===== config.mk =====
export PLATFORM = sky130hd
export DESIGN_NAME = vegeta_drain_fp6
export DESIGN_NICKNAME = d
export VERILOG_FILES = /design/src/rtl/vTPU_pkg_fp6.sv /design/src/rtl/drain_fifo_fp6.sv /design/src/rtl/vegeta_drain_fp6.sv
export SDC_FILE = /design/constraint.sdc
export NUM_CORES = 1
export LEC_CHECK = 0
export BUFFER_PORTS_ARGS = -buffer_cell sky130_fd_sc_hd__buf_2
export CAP_MARGIN = 20
export CORE_MARGIN = 2
export CORE_UTILIZATION = 31
export CTS_CLUSTER_SIZE = 20
export DETAILED_ROUTE_END_ITERATION = 6
export GPL_ROUTABILITY_DRIVEN = 0
export HOLD_SLACK_MARGIN = 0.12
export PLACE_DENSITY_LB_ADDON = 0.05
export SETUP_SLACK_MARGIN = 0.1
export SYNTH_ARGS = -nofsm -noshare
export SYNTH_HDL_FRONTEND = slang
export SYNTH_HIERARCHICAL = 1
export SYNTH_SLANG_ARGS = --single-unit

===== constraint.sdc =====
create_clock -name clk -period 2.6 [get_ports clk]
set_input_delay 0 -clock clk [delete_from_list [all_inputs] [get_ports clk]]
set_output_delay 0 -clock clk [all_outputs]
set_load 0.01 [all_outputs]

===== src/rtl/vTPU_pkg_fp6.sv =====
// Shared parameters and types for the vTPU fp6 drain path.
package vTPU_pkg_fp6;

    localparam int Y_SCALED         = 4;   // array columns feeding the drain
    localparam int ALPHA            = 2;   // lanes per column
    localparam int ADD_DATAWIDTH    = 16;  // adder-tree output width per lane
    localparam int DRAIN_FIFO_DEPTH = 4;   // default output row FIFO depth

    typedef enum logic [1:0] {
        IDLE    = 2'd0,
        CAPTURE = 2'd1,
        FLUSH   = 2'd2,
        DONE    = 2'd3
    } drain_state_t;

endpackage


===== src/rtl/drain_fifo_fp6.sv =====
// Synchronous row FIFO. The head entry is read straight out of the storage
// registers, so rd_data only changes on a pop (or a write into an empty slot).
module drain_fifo_fp6 #(
    parameter int DEPTH = 4,
    parameter int W     = 8
) (
    input  logic         clk,
    input  logic         rst,
    input  logic         wr_en,
    input  logic [W-1:0] wr_data,
    input  logic         rd_en,
    output logic [W-1:0] rd_data,
    output logic         full,
    output logic         empty
);

    localparam int AW = (DEPTH > 1) ? $clog2(DEPTH) : 1;

    logic [DEPTH-1:0][W-1:0] mem;
    logic [AW-1:0]           wr_ptr;
    logic [AW-1:0]           rd_ptr;
    logic [AW:0]             count;
    logic                    wr_ok;
    logic                    rd_ok;

    assign full    = (count == (AW+1)'(DEPTH));
    assign empty   = (count == '0);
    assign rd_ok   = rd_en && !empty;
    // A pop in the same cycle frees the slot, so a full FIFO still accepts.
    assign wr_ok   = wr_en && (!full || rd_ok);
    assign rd_data = mem[rd_ptr];

    // Storage, pointers and occupancy; storage clears so the head reads 0 out of reset.
    always_ff @(posedge clk) begin
        if (rst) begin
            mem    <= '0;
            wr_ptr <= '0;
            rd_ptr <= '0;
            count  <= '0;
        end else begin
            if (wr_ok) begin
                mem[wr_ptr] <= wr_data;
                wr_ptr      <= wr_ptr + 1'b1;
            end
            if (rd_ok)
                rd_ptr <= rd_ptr + 1'b1;
            case ({wr_ok, rd_ok})
                2'b10:   count <= count + 1'b1;
                2'b01:   count <= count - 1'b1;
                default: count <= count;
            endcase
        end
    end

endmodule


===== src/rtl/vegeta_drain_fp6.sv =====
// Drains skewed adder-tree rows from the array bottom: de-skews columns,
// buffers aligned rows in a FIFO and sequences one tile per start pulse.
module vegeta_drain_fp6
    import vTPU_pkg_fp6::*;
#(
    parameter int FIFO_DEPTH = DRAIN_FIFO_DEPTH,
    parameter int CNT_W      = 8
) (
    input  logic                                             clk,
    input  logic                                             rst,
    input  logic                                             start,
    input  logic [CNT_W-1:0]                                 num_rows,
    input  logic                                             acc_valid,
    input  logic [0:Y_SCALED-1][ALPHA*ADD_DATAWIDTH-1:0]     acc_in,
    input  logic [7:0]                                       acc_scale_in,
    output logic [Y_SCALED*ALPHA*ADD_DATAWIDTH-1:0]          out_data,
    output logic [7:0]                                       out_scale,
    output logic                                             out_valid,
    input  logic                                             out_ready,
    output logic                                             busy,
    output logic                                             done,
    output logic                                             overflow
);

    localparam int COL_W  = ALPHA * ADD_DATAWIDTH;
    localparam int ROW_W  = Y_SCALED * COL_W;
    // Column 0 waits longest; the design assumes Y_SCALED >= 2.
    localparam int STAGES = Y_SCALED - 1;

    drain_state_t state, state_nxt;

    logic [CNT_W-1:0]        row_cnt;
    logic [CNT_W-1:0]        num_q;
    logic                    cap_vld;
    logic [STAGES-1:0]       vld_pipe;
    logic [STAGES-1:0][7:0]  scl_pipe;
    logic [ROW_W-1:0]        row_aligned;
    logic                    row_vld;
    logic                    pop;
    logic                    fifo_full;
    logic                    fifo_empty;

    assign cap_vld = acc_valid && (state == CAPTURE);
    assign row_vld = vld_pipe[STAGES-1];
    assign pop     = out_valid && out_ready;

    // Valid shift register travels with column 0; only captured rows enter it.
    always_ff @(posedge clk) begin
        if (rst) begin
            vld_pipe <= '0;
        end else begin
            vld_pipe[0] <= cap_vld;
            for (int k = 1; k < STAGES; k++)
                vld_pipe[k] <= vld_pipe[k-1];
        end
    end

    // Scale rides beside column 0 through the same number of stages.
    always_ff @(posedge clk) begin
        scl_pipe[0] <= acc_scale_in;
        for (int k = 1; k < STAGES; k++)
            scl_pipe[k] <= scl_pipe[k-1];
    end

    // Column j arrives j cycles late, so it gets STAGES-j registers to line up.
    for (genvar j = 0; j < Y_SCALED; j++) begin : g_col
        localparam int D = STAGES - j;
        if (D == 0) begin : g_pass
            assign row_aligned[j*COL_W +: COL_W] = acc_in[j];
        end else begin : g_dly
            logic [D-1:0][COL_W-1:0] dly;
            // Per-column delay line; data is qualified by vld_pipe, so no reset.
            always_ff @(posedge clk) begin
                dly[0] <= acc_in[j];
                for (int k = 1; k < D; k++)
                    dly[k] <= dly[k-1];
            end
            assign row_aligned[j*COL_W +: COL_W] = dly[D-1];
        end
    end

    drain_fifo_fp6 #(
        .DEPTH (FIFO_DEPTH),
        .W     (ROW_W + 8)
    ) u_fifo (
        .clk     (clk),
        .rst     (rst),
        .wr_en   (row_vld),
        .wr_data ({scl_pipe[STAGES-1], row_aligned}),
        .rd_en   (pop),
        .rd_data ({out_scale, out_data}),
        .full    (fifo_full),
        .empty   (fifo_empty)
    );

    assign out_valid = !fifo_empty;

    // Sticky drop flag: an aligned row met a full FIFO with nothing leaving.
    always_ff @(posedge clk) begin
        if (rst)
            overflow <= 1'b0;
        else if (row_vld && fifo_full && !pop)
            overflow <= 1'b1;
    end

    // Tile row counter; dropped rows still count because counting is at capture.
    always_ff @(posedge clk) begin
        if (rst) begin
            row_cnt <= '0;
            num_q   <= '0;
        end else if (state == IDLE && start) begin
            row_cnt <= '0;
            num_q   <= num_rows;
        end else if (cap_vld) begin
            row_cnt <= row_cnt + 1'b1;
        end
    end

    // FSM state register.
    always_ff @(posedge clk) begin
        if (rst)
            state <= IDLE;
        else
            state <= state_nxt;
    end

    // FSM next-state logic.
    always_comb begin
        state_nxt = state;
        case (state)
            IDLE:    if (start) state_nxt = (num_rows == '0) ? DONE : CAPTURE;
            CAPTURE: if (acc_valid && (CNT_W'(row_cnt + 1'b1) == num_q)) state_nxt = FLUSH;
            FLUSH:   if (vld_pipe == '0 && fifo_empty) state_nxt = DONE;
            DONE:    state_nxt = IDLE;
            default: state_nxt = IDLE;
        endcase
    end

    // FSM outputs.
    always_comb begin
        busy = (state != IDLE);
        done = (state == DONE);
    end

endmodule


# [Word-level counts from Yosys, hierarchy flattened]
# Cells that the tools add are included.
# W data, S select, Z words.
[totals] reg_bits=789 inputBits=149
[op_classes] reduce_logical=22 n_mux=11 n_addsub=5 eq_ne=10 order_cmp=3
[ops] op="$bwmux W544" count=1
[ops] op="$bmux W136 S2" count=1
[ops] op="$demux W136 S2" count=1
[ops] op="$mux W136" count=2
[ops] op="$logic_and A1 B1 Y1" count=10
[ops] op="$add A8 B1 Y8 const B" count=1
[ops] op="$eq A8 B8 Y1" count=1
[ops] op="$logic_not A8 Y1" count=1
[ops] op="$mux W2" count=4
[ops] op="$pmux W2 S4" count=1
[ops] op="$eq A2 B2 Y1 const B" count=3
[ops] op="$logic_not A3 Y1" count=2
[ops] op="$lt A2 B3 Y1 const B" count=2
[ops] op="$pmux W3 S2" count=1
[ops] op="$add A2 B1 Y2 const B" count=2
[ops] op="$eq A2 B1 Y1 const B" count=2
[ops] op="$ne A2 B2 Y1 const B" count=2
[ops] op="$reduce_bool A2 Y1" count=2
[ops] op="$add A3 B1 Y3 const B" count=1
[ops] op="$eq A3 B3 Y1 const B" count=1
[ops] op="$logic_not A1 Y1" count=3
[ops] op="$reduce_and A3 Y1" count=1
[ops] op="$sub A3 B1 Y3 const B" count=1
[ops] op="$ge A2 B1 Y1 const B" count=1
[ops] op="4 further kinds" count=4

# [Longest topological paths before layout]
# Gate-level depths: netlist of run 1.
[logic_depth] ltp_word=8 ltp_mapped=12 ltp_nobuf=11

# [Modules after synthesis]
# The synthesis of run 1 kept the hierarchy.
[modules_own_cells] module="drain_fifo_fp6" cells_per_inst=2126 n_inst=1 area_each_um2=24938.9 seq_area_each_um2=11030.6
[modules_own_cells] module="vegeta_drain_fp6" cells_per_inst=369 n_inst=1 area_each_um2=5597.9 seq_area_each_um2=4764.6

# [Least setup slack after synthesis of run 1]
# Ideal clock, no wire load.
[synth_path] path_type="reg2reg" startpoint="register u_fifo.count[2]" endpoint="register u_fifo.count[2]" setup_time_ns=0.070 path_slack_ns=-0.283 t_arrival_ns=2.813 period_less_slack_ns=2.883 path_stages_with_launch=13 required_time_ns=2.530 path_cell_list="dfxtp_1 -> nor3_1 -> nor2b_1 -> or4b_1 -> buf_2 -> and2_1 -> inv_1 -> ha_1 -> inv_1 -> fa_1 -> xor2_1 -> or3_1 -> a21oi_1"
[synth_via] elab_chain_len=8 word_cells_on_any_way=14 cone_classes="add/sub (2); eq/ne (3); mux (1); reduce/logical (8)"
[synth_lines] item="start: declaration" line_no="drain_fifo_fp6.sv:22" source="logic [AW:0] count;"
[synth_lines] item="start signal: assignment" line_no="drain_fifo_fp6.sv:48" source="2'b10: count <= count + 1'b1;"
[synth_lines] item="start signal: assignment" line_no="drain_fifo_fp6.sv:49" source="2'b01: count <= count - 1'b1;"
[synth_lines] item="start signal: assignment" line_no="drain_fifo_fp6.sv:50" source="default: count <= count;"
[synth_lines] item="$logic_not A3 Y1 *" line_no="drain_fifo_fp6.sv:27" source="assign empty = (count == '0);"
[synth_lines] item="via fifo_empty" line_no="vegeta_drain_fp6.sv:41" source="logic fifo_empty;"
[synth_lines] item="$logic_not A1 Y1 *" line_no="vegeta_drain_fp6.sv:96" source="assign out_valid = !fifo_empty;"
[synth_lines] item="$logic_and A1 B1 Y1 *" line_no="vegeta_drain_fp6.sv:45" source="assign pop = out_valid && out_ready;"
[synth_lines] item="via pop" line_no="vegeta_drain_fp6.sv:39" source="logic pop;"
[synth_lines] item="$logic_and A1 B1 Y1 *" line_no="drain_fifo_fp6.sv:28" source="assign rd_ok = rd_en && !empty;"
[synth_lines] item="$logic_or A1 B1 Y1" line_no="drain_fifo_fp6.sv:30" source="assign wr_ok = wr_en && (!full || rd_ok);"
[synth_lines] item="$logic_and A1 B1 Y1" line_no="drain_fifo_fp6.sv:30"
[synth_lines] item="$eq A2 B1 Y1 or $eq A2 B2 Y1 (tied branches)" line_no="drain_fifo_fp6.sv:47" source="case ({wr_ok, rd_ok})"
[synth_lines] item="$pmux W3 S2 or $reduce_bool A2 Y1 (tied branches)"
# The timed path passes the listed nets; every way through them passes the cells marked *.
# A chain may end at the register's enable or synchronous reset.

# [Worst setup path after layout of run 1]
[layout_path] startpoint="register u_fifo.count[1]" endpoint="register u_fifo.count[2]"
# Same word-level chain as after synthesis.

==> results of run 1 <==
[power by group]
part | switching (W) | total, W | leakage [nW] | internal (W)
Clock | 0.00522 | 0.0130 | 1.50 | 0.00773
Combinational | 0.000774 | 0.00171 | 9.55 | 0.000936
Sequential | 0.000118 | 0.0125 | 6.44 | 0.0124
[sequential cells by signal (all words and copies together), names as in the netlist]
register         cells
row_cnt              8
g_col.g_dly.dly    192
overflow             1
state                2
num_q                8
vld_pipe             3
u_fifo/wr_ptr        2
u_fifo/rd_ptr        2
u_fifo/mem         544
scl_pipe            24
u_fifo/count         3
[cell families (layout without fill, tap and decap cells)]
| group | count (synthesis) | after routing | synth area share [%] |
|---|---|---|---|
| xor gates and xnor gates | 17 | 17 | 0.4876 |
| DFF | 789 | 789 | 51.72 |
| other | 0 | 1 | 0 |
| adders and majority gates | 13 | 13 | 0.5490 |
| and+or+nand+nor | 772 | 772 | 15.48 |
| buffers and inverters | 190 | 815 | 3.085 |
| muxes | 683 | 683 | 27.96 |
| AOI/OAI and AO/OA | 31 | 31 | 0.7129 |
[per-stage QoR]
step | hold WS, ps | instance area, um2 | power (W)
2_1_floorplan | 27.72 | 30570 | 0.01362
3_3_place_gp | 101.8 | 33830 | 0.01409
3_5_place_dp | 103.6 | 33830 | 0.01411
4_1_cts | 159.4 | 39640 | 0.02767
5_1_grt | 224.9 | 39680 | 0.02830
6_report | 218.1 | 39690 | 0.02714
[worst max path at each step]
stage	startpoint	end	cells after the start
6_report	u_fifo/count[1]	u_fifo/count[2]	11
5_1_grt	u_fifo/count[1]	u_fifo/count[2]	11
2_1_floorplan	u_fifo/count[1]	u_fifo/count[2]	12
3_5_place_dp	u_fifo/count[1]	u_fifo/count[2]	11
3_3_place_gp	u_fifo/count[1]	u_fifo/count[2]	11
4_1_cts	u_fifo/count[1]	u_fifo/count[2]	11
[cell type report]
class	instances	share of cell area, %
inverter	13	0.1293
clock buffer	138	6.974
sequential	789	39.83
antenna	1	0.006305
tap	1287	4.057
timing repair buffer	639	13.29
multi-input combinational	1516	34.99
clock inverter	25	0.7188
[per-layer routing]
layer  GRT usage (%)  up-vias  part of all wire (%)
li1                -     9635                     -
met1           19.32     9770                    45
met2           26.40      304                    49
met3           3.312      117                   4.4
met4           5.005        4                   2.3
met5               0        -                 0.032
[tightest hold or removal path: cells and delay by family]
kind,cells,cell delay (ps)
AOI/OAI and AO/OA,1,50
buffers and inverters,2,690
and+or+nand+nor,1,80
[what timing repair did]
action,CTS,global route
hold endpoints to repair,295,0
pin swaps,3,5
gates cloned,0,0
buffers inserted,3,5
resized for setup,3,2
setup endpoints to repair,21,5
hold buffers,270,0
[layout by cell type, fill, tap and decap left out, drive strengths merged, types with 2 or more instances in the layout]
master	count
dfxtp	789
nand2b	684
mux2i	546
buf	369
dlygate4sd3	270
clkbuf	138
mux4	136
nor2	22
nand2	21
nand3	18
clkinv	16
inv	15
a21oi	14
xor2	11
ha	11
o21ai	7
xnor2	6
and3	5
bufinv	4
nor3	4
nor2b	4
or3	3
nor4	3
clkinvlp	3
o31ai	3
nand4	2
or4b	2
and2	2
==> results.py, run 1 <==
metrics = {
    "status": {
        "outcome": "complete, no violations",
    },
    "power": {
        "power_density_nw_per_um2": 684.0,
        "ir_drop_mv": 0.4772,
        "p_leak_nw": 17.49,
    },
    "setup_path": {
        "crit_family": "simple AND/OR/NAND/NOR gates",
        "critical_path.startpoint_type": "flop",
        "path_cells": "nor3_4 -> nor2b_2 -> or4b_4 -> and2_4 -> inv_4 -> ha_4 -> inv_2 -> fa_2 -> xor2_1 -> or3_1 -> a21oi_2",
        "crit_path_end_kind": "flop",
        "cpPeakStageDelay_ps": 490,
        "critPathBufInv": 2,
        "reg2reg_from": "u_fifo/count[1]",
        "worst-path-max-fanout": 2,
        "worst_r2r_endpoint": "u_fifo/count[2]",
        "r2r_cells": 11,
        "rrSetupSlack_ps": 80,
        "worstPathRequired_ps": 3180,
        "slowest_stage": "or4b_4",
        "critPathArrivalTime_ps": 3110,
        "crit_type": "reg -> reg",
    },
    "synthesis": {
        "synth_nets": 2656,
        "yosys.area.top_type": "dfxtp_1",
        "yosysSeqAreaShare_pct": 51.72,
        "avgSynthCellArea_um2": 12.24,
        "yosys.area.top_type_share_pct": 51.72,
        "synth-seq-cells": 789,
        "yosys-top-cells-count": "dfxtp_1, nand2b_1, mux2i_1, mux4_2, clkbuf_1",
        "synth_flop_cell": "dfxtp_1",
        "ys.warnings.count": 6,
        "ys_async_sr_fraction_pct": 0,
        "synth_area_um2": 30540,
        "yosysMostFrequentCell": "dfxtp_1",
        "synth_edf_count": 0,
        "syn_inst": 2495,
        "yosys-top-cells-area": "dfxtp_1, mux2i_1, nand2b_1",
        "ys_types": 45,
    },
    "detailed_routing": {
        "num_vias": 19830,
        "postRouteAntennaNets": 0,
        "routed_wl_mm": 78.29,
        "drc": 0,
        "drt_first_pass_iters": 4,
        "wl_per_cell_um": 17.76,
        "viasPerCell": 4.499,
        "drtIter0Drc": 862,
    },
    "floorplanning": {
        "core_area_um2": 97990,
        "die_area_um2": 101000,
        "initial_core_util_pct": 31.16,
        "rows": 115,
        "num_io_pins": 289,
        "die_x_um": 317.9,
        "die_h_um": 317.9,
    },
    "min_path": {
        "hp-class": "in -> reg",
        "min_to": "row_cnt[1]",
        "hold_start": "acc_valid",
        "holdPathStages": 4,
    },
    "final_layout": {
        "regArea_um2": 15810,
        "drive_above_1_share_pct": 21.73,
        "instances_no_fill": 4408,
        "finalCoreUtilization_pct": 40.50,
        "multiInputGateArea_um2": 13890,
        "area_growth_pct": 29.96,
        "nets": 3212,
        "fillerInstances": 9353,
    },
    "clock_tree": {
        "cts_tree": "built",
        "cts_buffers": 92,
        "clkTransAtPathRegs_ps": 60,
        "htree_levels": 3,
        "clkLatencyLatePin_ps": 660,
        "ctsLongestPathBuffers": 3,
        "clock_tree.root_cell": "clkbuf_16",
        "cts_sinks": 789,
    },
    "job": {
        "maxCapViolations": 0,
    },
    "timing": {
        "setup-violations-final": 0,
        "hold_viol_final": 0,
        "finalCriticalPeriod_ps": 2523,
        "fin_ws_ps": 77.03,
        "fmax_mhz": 396.4,
        "slew_headroom_pct": 63.01,
        "rsz0062_at_grt": "true",
        "finalMaxSlewViolations": 0,
        "worstMarginPinSlew_ps": 554.8,
        "fin_tns_setup_ps": 0,
        "post-route-period-util_pct": 97.04,
        "fin_skew_ps": 18.18,
    },
    "placed_design": {
        "port_buffers": 288,
        "dp_hpwl_mm": 48.48,
        "place_inst": 3966,
        "dp_slack_ps": 10.95,
    },
    "global_routing": {
        "grtUsageTotal_pct": 15.44,
        "grt_pass1_wl_mm": 123.6,
        "overflow": 0,
        "grt_antenna_before_repair": 3,
        "grt_pass1_vias": 21270,
        "grt_max_degree": 145,
    },
}
Note: power is estimated with default switching activity, not from simulation.
==> run 2, diff against run 1 <==
Settings changed: CORE_UTILIZATION 31 to 45.
Clock period 2.6 ns to 2.64 ns, I/O delays scaled along.
==> results.py, run 2 (synthesized netlist as in run 1, its figures left out) <==
metrics = {
    "clock_tree": {
        "cts_sinks": 789,
        "ctsLongestPathBuffers": 3,
        "cts_buffers": 86,
        "clkTransAtPathRegs_ps": 60,
        "cts_tree": "built",
        "htree_levels": 3,
        "clock_tree.root_cell": "clkbuf_16",
        "clkLatencyLatePin_ps": 640,
    },
    "final_layout": {
        "reg.largest.list": "u_fifo/mem x544, g_col.g_dly.dly x192, scl_pipe x24",
        "nets": 3185,
        "area_growth_pct": 27.22,
        "final_cell_mix": "dfxtp_1, nand2b_1, mux2i_1",
        "final_common_cell": "dfxtp_1",
        "largest_reg_flops": 544,
        "drive_above_1_share_pct": 21.26,
        "regMostFlops": "u_fifo/mem",
        "instances_no_fill": 3969,
    },
    "min_path": {
        "hp-class": "in -> reg",
        "hold_start": "acc_in[29]",
        "min_to": "u_fifo/mem[533]",
        "holdPathStages": 4,
    },
    "setup_path": {
        "worstPathRequired_ps": 3200,
        "cpPeakStageDelay_ps": 490,
        "critPathArrivalTime_ps": 3090,
        "crit_type": "reg -> reg",
        "worst-path-max-fanout": 3,
        "path_cells": "nor3_4 -> nor2b_2 -> or4b_4 -> and2_4 -> inv_1 -> ha_2 -> inv_2 -> fa_2 -> xor2_1 -> or3_1 -> a21oi_1",
        "slowest_stage": "or4b_4",
        "critical_path.startpoint_type": "flop",
        "worst_r2r_endpoint": "u_fifo/count[2]",
        "crit_path_end_kind": "flop",
        "reg2reg_from": "u_fifo/count[1]",
        "rrSetupSlack_ps": 110,
        "r2r_cells": 11,
    },
    "floorplanning": {
        "core_area_um2": 67160,
        "rows": 95,
        "num_io_pins": 289,
        "initial_core_util_pct": 45.47,
        "die_h_um": 264.5,
        "die_x_um": 264.5,
        "die_area_um2": 69960,
    },
    "power": {
        "p_leak_nw": 17.32,
        "ir_drop_mv": 0.5283,
        "internal-power_w": 0.02071,
        "seqPwrFrac_pct": 46.2,
        "pwr-share-clk_pct": 47.5,
        "p_comb_share_pct": 6.2,
        "power.switching_w": 0.005865,
        "power_density_nw_per_um2": 683.9,
        "switching_share_pct": 22.07,
    },
    "timing": {
        "hold_viol_final": 0,
        "slew_headroom_pct": 62.82,
        "worstMarginPinSlew_ps": 557.6,
        "fmax_mhz": 394.8,
        "finalCriticalPeriod_ps": 2533,
        "post-route-period-util_pct": 95.93,
        "rsz0062_at_grt": "true",
        "fin_skew_ps": 26.36,
        "finalMaxSlewViolations": 0,
        "fin_tns_setup_ps": 0,
        "setup-violations-final": 0,
    },
    "detailed_routing": {
        "viasPerCell": 4.950,
        "drt_first_pass_iters": 5,
        "wl_per_cell_um": 17.57,
        "routed_wl_mm": 69.75,
        "drtIter0Drc": 908,
        "drc": 0,
        "postRouteAntennaNets": 0,
        "num_vias": 19650,
    },
    "placed_design": {
        "dp_hpwl_mm": 42.26,
        "port_buffers": 288,
        "place_inst": 3534,
    },
    "global_routing": {
        "grt_pass1_vias": 20860,
        "grt_max_degree": 141,
        "grt_antenna_before_repair": 3,
        "overflow": 0,
        "grtUsageTotal_pct": 19.94,
        "grt_pass1_wl_mm": 112.4,
    },
    "status": {
        "outcome": "complete, no violations",
    },
    "job": {
        "maxCapViolations": 0,
    },
}
run 2: changes by cell type in the layout (fill, tap and decap cells not counted), moves of 3 or more:
cell	delta
clkbuf_8	-6
clkinv_2	+4
buf_12	-10
buf_4	-11
bufinv_16	+6
clkbuf_16	-7
clkinvlp_4	+3
clkbuf_1	-6
run 2: metal layers:
| metal | GRT usage, % | up-vias | part of all wire [%] |
|---|---|---|---|
| met5 | 0 | - | 0.017 |
| met2 | 34.69 | 291 | 49 |
| met4 | 6.296 | 2 | 2.8 |
| li1 | - | 9581 | - |
| met3 | 3.994 | 120 | 3.7 |
| met1 | 24.84 | 9651 | 44 |
run 2: stage by stage:
step                      power (W)  cell area, um2  hold WS, ps  worst slack [ps]  utilization (%)
after floorplan             0.01341           30570        27.72             9.220                -
after global placement      0.01380           33070        101.7             55.40            49.24
after detailed placement    0.01384           33070        103.6             19.99            49.24
after CTS                   0.02692           38840        205.0             92.15            57.83
after global routing        0.02755           38850        237.7             22.94            57.85
final                       0.02657           38850        253.5             107.4            57.85
run 2: worst max path at each step:
stage                    startpoint               to  slack (ps)  depth (start not counted)
finish              u_fifo/count[1]  u_fifo/count[2]         110                         11
global route        u_fifo/count[1]  u_fifo/count[2]          20                         11
CTS                 u_fifo/count[2]  u_fifo/count[2]          90                         11
detailed placement  u_fifo/count[1]  u_fifo/count[2]          20                         11
global placement    u_fifo/count[1]  u_fifo/count[2]          60                         11
floorplan           u_fifo/count[1]  u_fifo/count[2]           9                         12
run 2: power by group through the flow:
stage	sequential [W]	combinational, W	clock, W
floorplan	0.0125	0.000899	0
global placement	0.0125	0.00126	0
detailed placement	0.0126	0.00129	0
CTS	0.0123	0.00165	0.0130
global route	0.0123	0.00180	0.0134
finish	0.0123	0.00165	0.0126
run 2: cell type report:
cell class,count,area (um2)
antenna,1,2.502
clock buffer,119,2487
clock inverter,40,540.5
fill,5496,28310
inverter,13,48.80
multi-input combinational,1516,13870
sequential,789,15810
tap,873,1092
timing repair buffer,618,4992
run 2: repair_timing:
| item | in CTS | in global routing |
|---|---|---|
| endpoints found under the hold margin | 293 | 0 |
| pin swaps | 4 | 2 |
| hold buffers | 270 | 0 |
| setup buffers | 4 | 1 |
| setup endpoints to repair | 1 | 1 |
| gates resized for setup | 3 | 1 |
run 2: critical path: cells and delay by family, from the launching register on:
family | cells | cell delay, ps
and+or+nand+nor | 5 | 1240
buffers and inverters | 2 | 90
DFF | 1 | 350
AOI/OAI and AO/OA | 1 | 130
adders and majority gates | 2 | 500
xor gates and xnor gates | 1 | 150
